--- src/rtl/ifu_fetch.sv ---
// ifu_fetch: instruction fetch stage that owns the PC and keeps one imem transaction outstanding.
// Optional IFU_MISALIGN_CHK_EN: a misaligned redirect sets a sticky misalign flag and halts fetch.
module ifu_fetch #(
  parameter int unsigned      WIDTH    = 32,
  parameter logic [WIDTH-1:0] RESET_PC = WIDTH'(32'h8000_0000)
) (
  input  logic             clk,
  input  logic             rst,
  input  logic             redirect_valid,
  input  logic [WIDTH-1:0] redirect_pc,
  output logic             imem_req_valid,
  input  logic             imem_req_ready,
  output logic [WIDTH-1:0] imem_req_addr,
  input  logic             imem_resp_valid,
  input  logic [31:0]      imem_resp_data,
  output logic             inst_valid,
  input  logic             inst_ready,
  output logic [31:0]      inst,
  output logic [WIDTH-1:0] inst_pc,
  output logic             misalign
);

  localparam int unsigned INST_W = 32;

  typedef enum logic [2:0] {
    S_REQ  = 3'd0,
    S_WAIT = 3'd1,
    S_OUT  = 3'd2,
    S_DROP = 3'd3,
    S_HALT = 3'd4
  } state_t;

  state_t              state_q, state_d;
  logic [WIDTH-1:0]    pc_q, pc_d;
  logic [INST_W-1:0]   inst_q, inst_d;
  logic [WIDTH-1:0]    inst_pc_q, inst_pc_d;
  logic                req_valid_q, req_valid_d;
  logic                inst_valid_q, inst_valid_d;
  logic [WIDTH-1:0]    redir_tgt;
  logic                req_fire;

`ifdef IFU_MISALIGN_CHK_EN
  logic misalign_q, misalign_d;
  logic redir_bad;

  assign redir_tgt = redirect_pc;
  assign redir_bad = |redirect_pc[1:0];
  assign misalign  = misalign_q;
`else
  logic unused_redir_lsb;

  // Without the check, low target bits are simply cleared.
  assign redir_tgt        = {redirect_pc[WIDTH-1:2], 2'b00};
  assign unused_redir_lsb = ^redirect_pc[1:0];
  assign misalign         = 1'b0;
`endif

  assign req_fire       = req_valid_q & imem_req_ready;
  assign imem_req_valid = req_valid_q;
  assign imem_req_addr  = pc_q;
  assign inst_valid     = inst_valid_q;
  assign inst           = inst_q;
  assign inst_pc        = inst_pc_q;

  // State and datapath registers
  always_ff @(posedge clk or negedge rst) begin
    if (!rst) begin
      state_q      <= S_REQ;
      pc_q         <= RESET_PC;
      inst_q       <= '0;
      inst_pc_q    <= RESET_PC;
      req_valid_q  <= 1'b0;
      inst_valid_q <= 1'b0;
`ifdef IFU_MISALIGN_CHK_EN
      misalign_q   <= 1'b0;
`endif
    end else begin
      state_q      <= state_d;
      pc_q         <= pc_d;
      inst_q       <= inst_d;
      inst_pc_q    <= inst_pc_d;
      req_valid_q  <= req_valid_d;
      inst_valid_q <= inst_valid_d;
`ifdef IFU_MISALIGN_CHK_EN
      misalign_q   <= misalign_d;
`endif
    end
  end

  // Next-state, PC and holding-register logic; redirect overrides everything
  always_comb begin
    state_d   = state_q;
    pc_d      = pc_q;
    inst_d    = inst_q;
    inst_pc_d = inst_pc_q;
`ifdef IFU_MISALIGN_CHK_EN
    misalign_d = misalign_q;
`endif

    unique case (state_q)
      S_REQ: begin
        if (req_fire) state_d = S_WAIT;
      end
      S_WAIT: begin
        if (imem_resp_valid) begin
          inst_d    = imem_resp_data;
          inst_pc_d = pc_q;
          state_d   = S_OUT;
        end
      end
      S_OUT: begin
        if (inst_ready) begin
          pc_d    = pc_q + WIDTH'(4);
          state_d = S_REQ;
        end
      end
      S_DROP: begin
        if (imem_resp_valid) state_d = S_REQ;
      end
`ifdef IFU_MISALIGN_CHK_EN
      S_HALT: state_d = S_HALT;
`endif
      default: state_d = S_REQ;
    endcase

    if (redirect_valid) begin
      pc_d      = redir_tgt;
      inst_d    = inst_q;
      inst_pc_d = inst_pc_q;
      unique case (state_q)
        S_REQ:          state_d = req_fire ? S_DROP : S_REQ;
        S_WAIT, S_DROP: state_d = imem_resp_valid ? S_REQ : S_DROP;
        S_OUT:          state_d = S_REQ;
        default:        state_d = state_q;
      endcase
`ifdef IFU_MISALIGN_CHK_EN
      if (redir_bad) begin
        misalign_d = 1'b1;
        state_d    = S_HALT;
      end
`endif
    end

    req_valid_d  = (state_d == S_REQ);
    inst_valid_d = (state_d == S_OUT);
  end

endmodule

--- config.mk ---
export PLATFORM = sky130hd
export DESIGN_NAME = ifu_fetch
export DESIGN_NICKNAME = d
export VERILOG_FILES = /design/src/rtl/ifu_fetch.sv
export SDC_FILE = /design/constraint.sdc
export NUM_CORES = 1
export LEC_CHECK = 0
export ABC_AREA = 1
export BUFFER_PORTS_ARGS = -buffer_cell sky130_fd_sc_hd__buf_2
export CORE_ASPECT_RATIO = 1.1
export CORE_MARGIN = 1
export CORE_UTILIZATION = 51
export DETAILED_ROUTE_END_ITERATION = 12
export GPL_ROUTABILITY_DRIVEN = 0
export GPL_TIMING_DRIVEN = 1
export PLACE_DENSITY = 0.78
export REMOVE_ABC_BUFFERS = 1
export SYNTH_ARGS = -nofsm -noshare
export SYNTH_HDL_FRONTEND = slang
export SYNTH_SLANG_ARGS = --single-unit
--- constraint.sdc ---
create_clock -name clk -period 2.2 [get_ports clk]
set_input_delay 0.22 -clock clk [delete_from_list [all_inputs] [get_ports clk]]
set_output_delay 0.22 -clock clk [all_outputs]
set_load 0.03 [all_outputs]
==> impl_metrics.yaml, run 1 <==
worst_setup_path:
  cpPeakStageDelay_ps: 440
  cp_top_family: "simple AND/OR/NAND/NOR gates"
  crit_fanout: 6
  cp_cell_sequence: "ha_1, nand2_1, nor2_2, nand2_1, inv_1, nand2_1, o21ai_0, nand2_1, nand2_1, inv_1"
  cp_num_buf_inv: 2
  r2r_setup_slack_ps: 390
  start_kind: "register"
  worst_ep_arrival_time_ps: 2080
  cp_common_cell: "nand2_1"
  required_ps: 2470
  critPathKind: "register to register"
  cpMaxStageDelayCell: "dfrtp_1"
  worstSetupEndpointType: "register"
routing:
  wl_um: 11600
  drtIter0Drc: 219
  final_antenna_net_count: 0
  drc: 0
  via_per_inst: 5.22
  via_count: 4388
  wire_per_inst_um: 13.8
  firstDrtPassIters: 4
layout:
  areaGrowthSynthToFinish_pct: 22.4
  seq_area_sq_um: 2430
  drive_gt1_share_pct: 32.7
  fin_nets: 790
  fin_area_sq_um: 5970
  antenna_cells: 0
  layout.cells.non_filler: 841
  fin_util_pct: 64.1
  multiInputGateArea_sq_um: 2130
  n_fill_cell: 834
pwr:
  max-vdd-ir-drop_mv: 0.700
  powerDensity_nw_per_um2: 1340
  swShare_pct: 45.2
  comb_power_share_pct: 46.4
  p_switching_mw: 3.62
  p_leak_nw: 2.90
  p_total_mw: 7.99
  p_seq_share_pct: 37.5
  p_clk_share_pct: 16.1
  p_int_mw: 4.38
synthesis:
  synth_flop_cell: "dfrtp_1"
  synth_common_cells: "nand2_1 (166), dfrtp_1 (95), nor2_1 (66), inv_1 (38), mux2_2 (37)"
  synth_seq_area_share_pct: 49.9
  synth-seq-cells: 97
  syn_area_sq_um: 4870
  synth_top_cell_by_area: "dfrtp_1"
  synthMostInstantiatedCell: "nand2_1"
  synthCells: 563
  synth_cell_types: 33
  syn_avg_cell_area_sq_um: 8.65
  synth_area_leaders: "dfrtp_1 (49%), nand2_1 (13%), mux2_2 (8.6%)"
  ys_async_sr_fraction_pct: 100
  synth_edf_count: 0
  yosysWarnings: 0
  yosysTopAreaCellShare_pct: 48.8
global_route:
  grt_use_total_pct: 25.0
  grt_pass1_wl_um: 19400
  grt_pass1_vias: 4215
  grt_antenna_before_repair: 0
  grt_max_degree: 63
  gr-total-overflow: 0
flow_run:
  maxCapViolCount: 0
cts:
  cts.sinks: 97
  cts.htree.levels: 3
  cts-root-buf: "clkbuf_8"
  path_clk_slew_ps: 90
  clk_latency_ps: 370
  post_cts_resized: 0
  cts_tree: "yes"
  numCtsBuffers: 9
  clockBufferDepth: 2
hold_path:
  hold_class: "primary input to register"
placement:
  pre_cts_slack_ps: 415
  dp.cells: 824
  place.port_buffers: 161
  placed_area_sq_um: 5740
  place_hpwl_um: 8500
timing:
  setup-tns-final_ps: 0
  fin_crit_ps: 1810
  setup_viol: 0
  hold_viol: 0
  maxSlewViolCount: 0
  fmax_ghz: 0.553
  holdWs_ps: 71.8
  period_share_pct: 82.2
  setup_slack_ps: 391
  slew_headroom_pct: 53.1
  rsz0062_at_grt: "false"
  worst_slew_pin_slew_ps: 703
  skew_ps: 10.4
run_status:
  status: "complete, no violations"
floorplanning:
  fp.dieArea_sq_um: 9950
  ios: 169
  die_h_um: 105
  die_x_um: 95.2
  coreArea_sq_um: 9310
  num_rows: 37
  initial_core_util_pct: 52.4
==> worst paths after layout <==
kind	to	from	cells after the start
worst min register to register	inst_pc[11]	inst_pc[11]	1
worst max register to register	imem_req_addr[14]	imem_req_addr[3]	10
min in group asynchronous	imem_req_addr[23]	rst	2
worst max-delay path	imem_req_addr[14]	imem_req_addr[3]	10
worst min-delay path	inst[26]	imem_resp_data[26]	2
max in group asynchronous	inst_pc[31]	rst	3
==> kinds of logic after synthesis <==
| logic type | Yosys count | share of synthesized area (%) |
|---|---|---|
| simple gates | 286 | 24.4 |
| compound gates | 69 | 9.01 |
| fa+ha+maj | 1 | 0.257 |
| buf+inv | 68 | 6.86 |
| mux | 41 | 9.48 |
| flops | 97 | 49.9 |
| other cells | 1 | 0.0770 |
==> layout make-up <==
| type | count | share of cell area, % |
|---|---|---|
| Sequential cell | 97 | 40.7 |
| Inverter | 41 | 2.58 |
| Multi-Input combinational cell | 402 | 35.7 |
| Timing Repair Buffer | 168 | 14.9 |
| Clock buffer | 10 | 2.14 |
| Clock inverter | 6 | 1.53 |
| Tap cell | 117 | 2.45 |
==> layer usage <==
layer | vias to the layer above | global-route usage [%] | part of all wire [%]
met5 | - | 0 | 0
met4 | 0 | 8.55 | 1.7
met3 | 16 | 7.16 | 7.8
met2 | 166 | 40.6 | 49
met1 | 2071 | 31.6 | 42
li1 | 2135 | - | -
==> worst register-to-register path: stages (launching register included) <==
cell     delay, ps
dfrtp_1        440
ha_1           270
nand2_1        100
nor2_2         170
nand2_1        160
inv_1          170
nand2_1        100
o21ai_0        150
nand2_1         60
nand2_1         60
inv_1           40
==> registers in the layout (all words and copies together), names as in the netlist <==
register and flops:
inst 32, imem_req_addr 30, inst_pc 30, state_q 3, imem_req_valid 1, inst_valid 1
==> power by group through the flow <==
stage	combinational, mW	clock, mW	sequential [mW]
6_report	3.70	1.29	3.00
2_1_floorplan	1.18	0	4.40
4_1_cts	3.74	1.32	3.00
3_5_place_dp	3.74	0	3.04
3_3_place_gp	3.65	0	2.99
5_1_grt	3.98	1.39	3.11
==> placed cells by master (no fill, tap or decap), drive strengths merged <==
master	count
clkinvlp	3
clkinv	2
o21ai	10
mux2	41
ha	1
nor3	1
clkbuf	10
nand2	167
dlygate4sd3	1
nand3	37
and2	1
a21oi	19
buf	167
conb	5
o21a	21
dfstp	2
dfrtp	95
nor2	78
nand4	2
a211oi	6
inv	40
bufinv	2
o22ai	4
a22oi	2
a31oi	1
o211ai	6
==> repair_timing <==
item                                   CTS  global route
setup endpoints to repair                0             0
endpoints found under the hold margin   14             0
buffers inserted                         0             0
hold buffers                             1             0
Power figures use the tool's default switching activity.
==> inputs of run 2 (changes only) <==
--- a/config.mk
+++ b/config.mk
@@ -9,11 +9,11 @@
 export BUFFER_PORTS_ARGS = -buffer_cell sky130_fd_sc_hd__buf_2
 export CORE_ASPECT_RATIO = 1.1
 export CORE_MARGIN = 1
-export CORE_UTILIZATION = 51
+export CORE_UTILIZATION = 50
 export DETAILED_ROUTE_END_ITERATION = 12
 export GPL_ROUTABILITY_DRIVEN = 0
 export GPL_TIMING_DRIVEN = 1
-export PLACE_DENSITY = 0.78
+export PLACE_DENSITY = 0.77
 export REMOVE_ABC_BUFFERS = 1
 export SYNTH_ARGS = -nofsm -noshare
 export SYNTH_HDL_FRONTEND = slang
==> constraint.sdc (replaced) <==
create_clock -name clk -period 1.9 [get_ports clk]
set_input_delay 0.19 -clock clk [delete_from_list [all_inputs] [get_ports clk]]
set_output_delay 0.19 -clock clk [all_outputs]
set_load 0.03 [all_outputs]
==> run 2 against run 1 <==
Maximum frequency up 1.8%. Global-route usage down 0.86 points. Routed wire length up 1.6%. Hold slack worse by 16 ps. Largest cell class unchanged. Highest routed layer unchanged.
==> impl_metrics.yaml, run 2 (synthesized netlist as in run 1, its figures left out) <==
run_status:
  status: "complete, no violations"
global_route:
  grt_use_total_pct: 24.2
  grt_antenna_before_repair: 0
  grt_max_degree: 59
  grt_pass1_vias: 4237
  gr-total-overflow: 0
  grt_pass1_wl_um: 19200
cts:
  cts.sinks: 97
  path_clk_slew_ps: 100
  clk_latency_ps: 360
  cts_setup_buffers: 0
  numCtsBuffers: 9
  clockBufferDepth: 2
  cts_tree: "yes"
  cts-root-buf: "clkbuf_8"
  cts.htree.levels: 3
placement:
  placed_area_sq_um: 5750
  place_hpwl_um: 8770
  dp.cells: 826
  place.port_buffers: 161
  pre_cts_slack_ps: 136
layout:
  fin_util_pct: 63.7
  layout_common_cells: "nand2_1 (166), buf_2 (160), dfrtp_1 (94)"
  layout.cells.non_filler: 842
  largest_register_ffs: 32
  final_common_cell: "nand2_1"
  areaGrowthSynthToFinish_pct: 22.8
  fin_nets: 792
  n_fill_cell: 839
  drive_gt1_share_pct: 33.2
  fin_area_sq_um: 5980
  antenna_cells: 0
floorplanning:
  num_rows: 37
  ios: 169
  die_h_um: 106
  fp.dieArea_sq_um: 10100
  initial_core_util_pct: 51.8
  die_x_um: 96.1
  coreArea_sq_um: 9400
pwr:
  p_int_mw: 5.10
  p_leak_nw: 2.92
  max-vdd-ir-drop_mv: 0.849
  p_seq_share_pct: 37.6
  powerDensity_nw_per_um2: 1550
  p_clk_share_pct: 16.0
  p_switching_mw: 4.15
  comb_power_share_pct: 46.5
  swShare_pct: 44.9
worst_setup_path:
  worst_ep_arrival_time_ps: 2040
  start_kind: "register"
  required_ps: 2160
  critPathKind: "register to register"
  worstSetupEndpointType: "register"
  crit_fanout: 23
routing:
  via_per_inst: 5.24
  final_antenna_net_count: 0
  wl_um: 11800
  drtIter0Drc: 258
  firstDrtPassIters: 5
  wire_per_inst_um: 14.0
  drc: 0
  via_count: 4415
timing:
  rsz0062_at_grt: "false"
  maxSlewViolCount: 0
  fin_crit_ps: 1780
  holdWs_ps: 56.0
  setup_viol: 0
  setup_slack_ps: 124
  period_share_pct: 93.5
  skew_ps: 16.2
  hold_viol: 0
  fmax_ghz: 0.563
hold_path:
  hold_class: "primary input to register"
flow_run:
  maxCapViolCount: 0
-- run 2: per-stage QoR --
stage	TNS, ps	power (mW)
final	0	9.25
after global placement	0	7.70
after floorplan	-66680	6.46
after CTS	0	9.33
after global routing	0	9.80
after detailed placement	0	7.84
-- run 2: timing repair --
| item | in CTS | in global routing |
|---|---|---|
| resized for setup | 0 | 2 |
| hold endpoints to repair | 22 | 0 |
| setup endpoints to repair | 0 | 5 |
| hold buffers | 1 | 0 |
-- run 2: critical path, cell delays in order (launching register included) --
cell	delay, ps
dfrtp_1	430
inv_1	130
nand4_4	170
nand2_4	110
inv_2	340
buf_4	310
nor2_1	70
nand2_1	70
nand2_1	50
-- run 2: layout make-up --
cell class              count  area [sq um]  area share, %
inverters                  41           154           2.57
well taps                 117           146           2.45
flip-flops and latches     97          2430           40.6
clock buffers              10           138           2.30
repair buffers            170           903           15.1
multi-input cells         402          2130           35.6
clock inverters             5          78.8           1.32
-- run 2: power by group through the flow --
stage	logic, mW	clock network (mW)	registers, mW
CTS	4.33	1.52	3.48
floorplan	1.36	0	5.10
detailed placement	4.32	0	3.52
global route	4.61	1.59	3.60
global placement	4.23	0	3.46
finish	4.30	1.47	3.47
-- run 2: metal layers --
layer,GRT usage (%),part of all wire (%),vias to the layer above
li1,-,-,2134
met1,30.7,41,2085
met2,40.3,50,181
met3,5.63,8.0,15
met4,7.57,1.3,0
met5,0,0,-
-- run 2: worst paths after layout --
path | startpoint | endpoint | slack (ps) | cells after the start
worst max-delay path | state_q[2] | imem_req_addr[23] | 120 | 8
worst min-delay path | imem_resp_data[21] | inst[21] | 60 | 2
worst max register to register | state_q[2] | imem_req_addr[23] | 120 | 8
worst min register to register | inst_pc[11] | inst_pc[11] | 490 | 1
max in group asynchronous | rst | inst_pc[31] | 1020 | 3
min in group asynchronous | rst | imem_req_addr[23] | 270 | 2
==> inputs of run 3 (changes only) <==
--- a/config.mk
+++ b/config.mk
@@ -5,15 +5,17 @@
 export SDC_FILE = /design/constraint.sdc
 export NUM_CORES = 1
 export LEC_CHECK = 0
-export ABC_AREA = 1
+export ABC_AREA = 0
 export BUFFER_PORTS_ARGS = -buffer_cell sky130_fd_sc_hd__buf_2
+export CELL_PAD_IN_SITES_DETAIL_PLACEMENT = 1
+export CELL_PAD_IN_SITES_GLOBAL_PLACEMENT = 1
 export CORE_ASPECT_RATIO = 1.1
 export CORE_MARGIN = 1
-export CORE_UTILIZATION = 50
+export CORE_UTILIZATION = 37
 export DETAILED_ROUTE_END_ITERATION = 12
 export GPL_ROUTABILITY_DRIVEN = 0
 export GPL_TIMING_DRIVEN = 1
-export PLACE_DENSITY = 0.77
+export PLACE_DENSITY = 0.76
 export REMOVE_ABC_BUFFERS = 1
 export SYNTH_ARGS = -nofsm -noshare
 export SYNTH_HDL_FRONTEND = slang
==> run 3 against run 2 <==
Die area grew 19%. Critical path depth shrank 1. First-iteration DRC count shrank 67%. Global-route usage shrank 5.4 points. Clock skew shrank 7.2 ps. Register-to-register slack lost 30 ps. Hold slack gained 4.2 ps. Maximum frequency shrank 1.8%. Final cell count shrank 19%. Critical endpoint is now imem_req_addr[18]. Largest cell class unchanged.
==> impl_metrics.yaml, run 3 <==
global_route:
  gr-total-overflow: 0
  grt_antenna_before_repair: 1
  grt_pass1_wl_um: 17800
  gr-usage-met1_pct: 24.1
  grt_max_degree: 64
  use_met2_pct: 32.0
  grt_pass1_vias: 3386
  grt-busiest-layer: "met2"
  grt_use_met3_pct: 3.57
  grt_use_total_pct: 18.8
synthesis:
  synthCells: 353
  synth_xor_area_share_pct: 6.09
  synth_top_family_by_area: "multiplexers"
  muxShareOfSynthArea_pct: 17.2
  synth_top_cell_by_area: "dfrtp_1"
  synth_cell_types: 35
  yosysWarnings: 0
  syn_area_sq_um: 4310
  syn_avg_cell_area_sq_um: 12.2
  synth_compound_area_share_pct: 4.23
  ys_async_sr_fraction_pct: 100
  synth_simple_gate_area_share_pct: 12.2
  synth_area_leaders: "dfrtp_1 (55%), mux2_2 (17%), xor2_1 (3.5%)"
  synth_common_cells: "dfrtp_1 (95), mux2_2 (65), nand2_1 (35), nand4_1 (17), xor2_1 (17)"
  yosysTopAreaCellShare_pct: 55.1
  synth_seq_area_share_pct: 56.3
  synthMostInstantiatedCell: "dfrtp_1"
  synth-seq-cells: 97
  synth_flop_cell: "dfrtp_1"
  synth_fa_ha_area_share_pct: 0.290
  synth_edf_count: 0
layout:
  largest_register_ffs: 32
  fin_util_pct: 50.8
  fin_nets: 600
  areaGrowthSynthToFinish_pct: 34.0
  final_common_cell: "buf_2"
  antenna_cells: 0
  fin_area_sq_um: 5780
  drive_gt1_share_pct: 51.7
  layout_common_cells: "buf_2 (160), dfrtp_1 (95), mux2_2 (65)"
cts:
  clk_latency_ps: 340
  cts_tree: "yes"
  clockBufferDepth: 2
  cts.sinks: 97
  cts.htree.levels: 3
  numCtsBuffers: 9
  path_clk_slew_ps: 70
  cts-root-buf: "clkbuf_16"
timing:
  setup_slack_ps: 90.6
  hold_viol: 0
  slew_headroom_pct: 62.0
  fin_crit_ps: 1810
  holdWs_ps: 60.2
  skew_ps: 9.02
  setup_viol: 0
  rsz0062_at_grt: "true"
  setup-tns-final_ps: 0
  worst_slew_pin_slew_ps: 569
  period_share_pct: 95.2
  fmax_ghz: 0.553
  maxSlewViolCount: 0
routing:
  wire_per_inst_um: 16.0
  drtIter0Drc: 86
  firstDrtPassIters: 4
  wl_um: 11000
  via_per_inst: 4.92
  final_antenna_net_count: 0
  drc: 0
  via_count: 3368
hold_path:
  hold_class: "primary input to register"
  min_from: "redirect_pc[22]"
floorplanning:
  die_h_um: 115
  die_x_um: 105
  ios: 169
  fp.dieArea_sq_um: 12100
  num_rows: 41
  coreArea_sq_um: 11400
  initial_core_util_pct: 37.9
worst_setup_path:
  r2r-start: "state_q[0]"
  worst_ep_arrival_time_ps: 2010
  worstSetupEndpointType: "register"
  start_kind: "register"
  crit_fanout: 5
  required_ps: 2100
  critPathKind: "register to register"
  startpoint: "state_q[0]"
placement:
  place.port_buffers: 161
  pre_cts_slack_ps: 29.4
  place_hpwl_um: 8090
  placed_area_sq_um: 5400
flow_run:
  maxCapViolCount: 0
pwr:
  powerDensity_nw_per_um2: 1480
  p_leak_nw: 2.80
  max-vdd-ir-drop_mv: 0.692
run_status:
  status: "complete, no violations"
## run 3: where the power goes
part	switching [mW]	total, mW	leakage, nW	internal (mW)
sequential	0.392	3.20	1.19	2.81
combinational	2.22	3.45	1.46	1.24
clock	0.757	1.90	0.152	1.15
total	3.37	8.56	2.80	5.19
## run 3: worst max-delay path, stage by stage, from the launching register on
cell and delay, ps:
dfrtp_1 390, nor4bb_2 300, buf_4 190, buf_12 100
nand3_4 130, nor3_1 300, xnor2_1 170, o21ai_0 90
## run 3: stage by stage
stage	total power, mW	std cells
3_5_place_dp	6.71	664
5_1_grt	9.03	684
6_report	8.56	684
2_1_floorplan	5.53	331
3_3_place_gp	6.58	664
4_1_cts	8.65	682
## run 3: logic make-up (layout without fill, tap and decap cells)
group | after synthesis | count (layout)
buf+inv | 28 | 205
simple gates | 96 | 96
fa+ha+maj | 1 | 1
mux | 66 | 66
compound gates | 34 | 34
flops | 97 | 97
other cells | 1 | 5
xor+xnor | 30 | 30
## run 3: timing repair
action	CTS	global route
resized for setup	0	4
setup endpoints to repair	2	10
hold buffers	1	0
hold endpoints to repair	33	0
pin swaps	0	3
buffers inserted	1	2
## run 3: final timing paths
kind	endpoint	slack, ps	cells after the start
max in group asynchronous	inst[10]	960	3
worst max register to register	imem_req_addr[18]	90	7
worst min register to register	inst_pc[11]	500	1
worst max-delay path	imem_req_addr[18]	90	7
min in group asynchronous	inst_pc[28]	380	2
worst min-delay path	imem_req_addr[22]	60	3
## run 3: area by class of cell
cell class,count,area (sq um)
well taps,150,188
repair buffers,187,1070
clock buffers,10,229
flip-flops and latches,97,2430
fillers,1300,5610
inverters,2,7.51
clock inverters,6,82.6
multi-input cells,232,1770
## run 3: per-layer routing
| metal | vias up | wire, um |
|---|---|---|
| met1 | 1652 | 4800 |
| met3 | 9 | 632 |
| met2 | 113 | 5390 |
| met4 | 0 | 133 |
| met5 | - | 0 |
| li1 | 1594 | - |
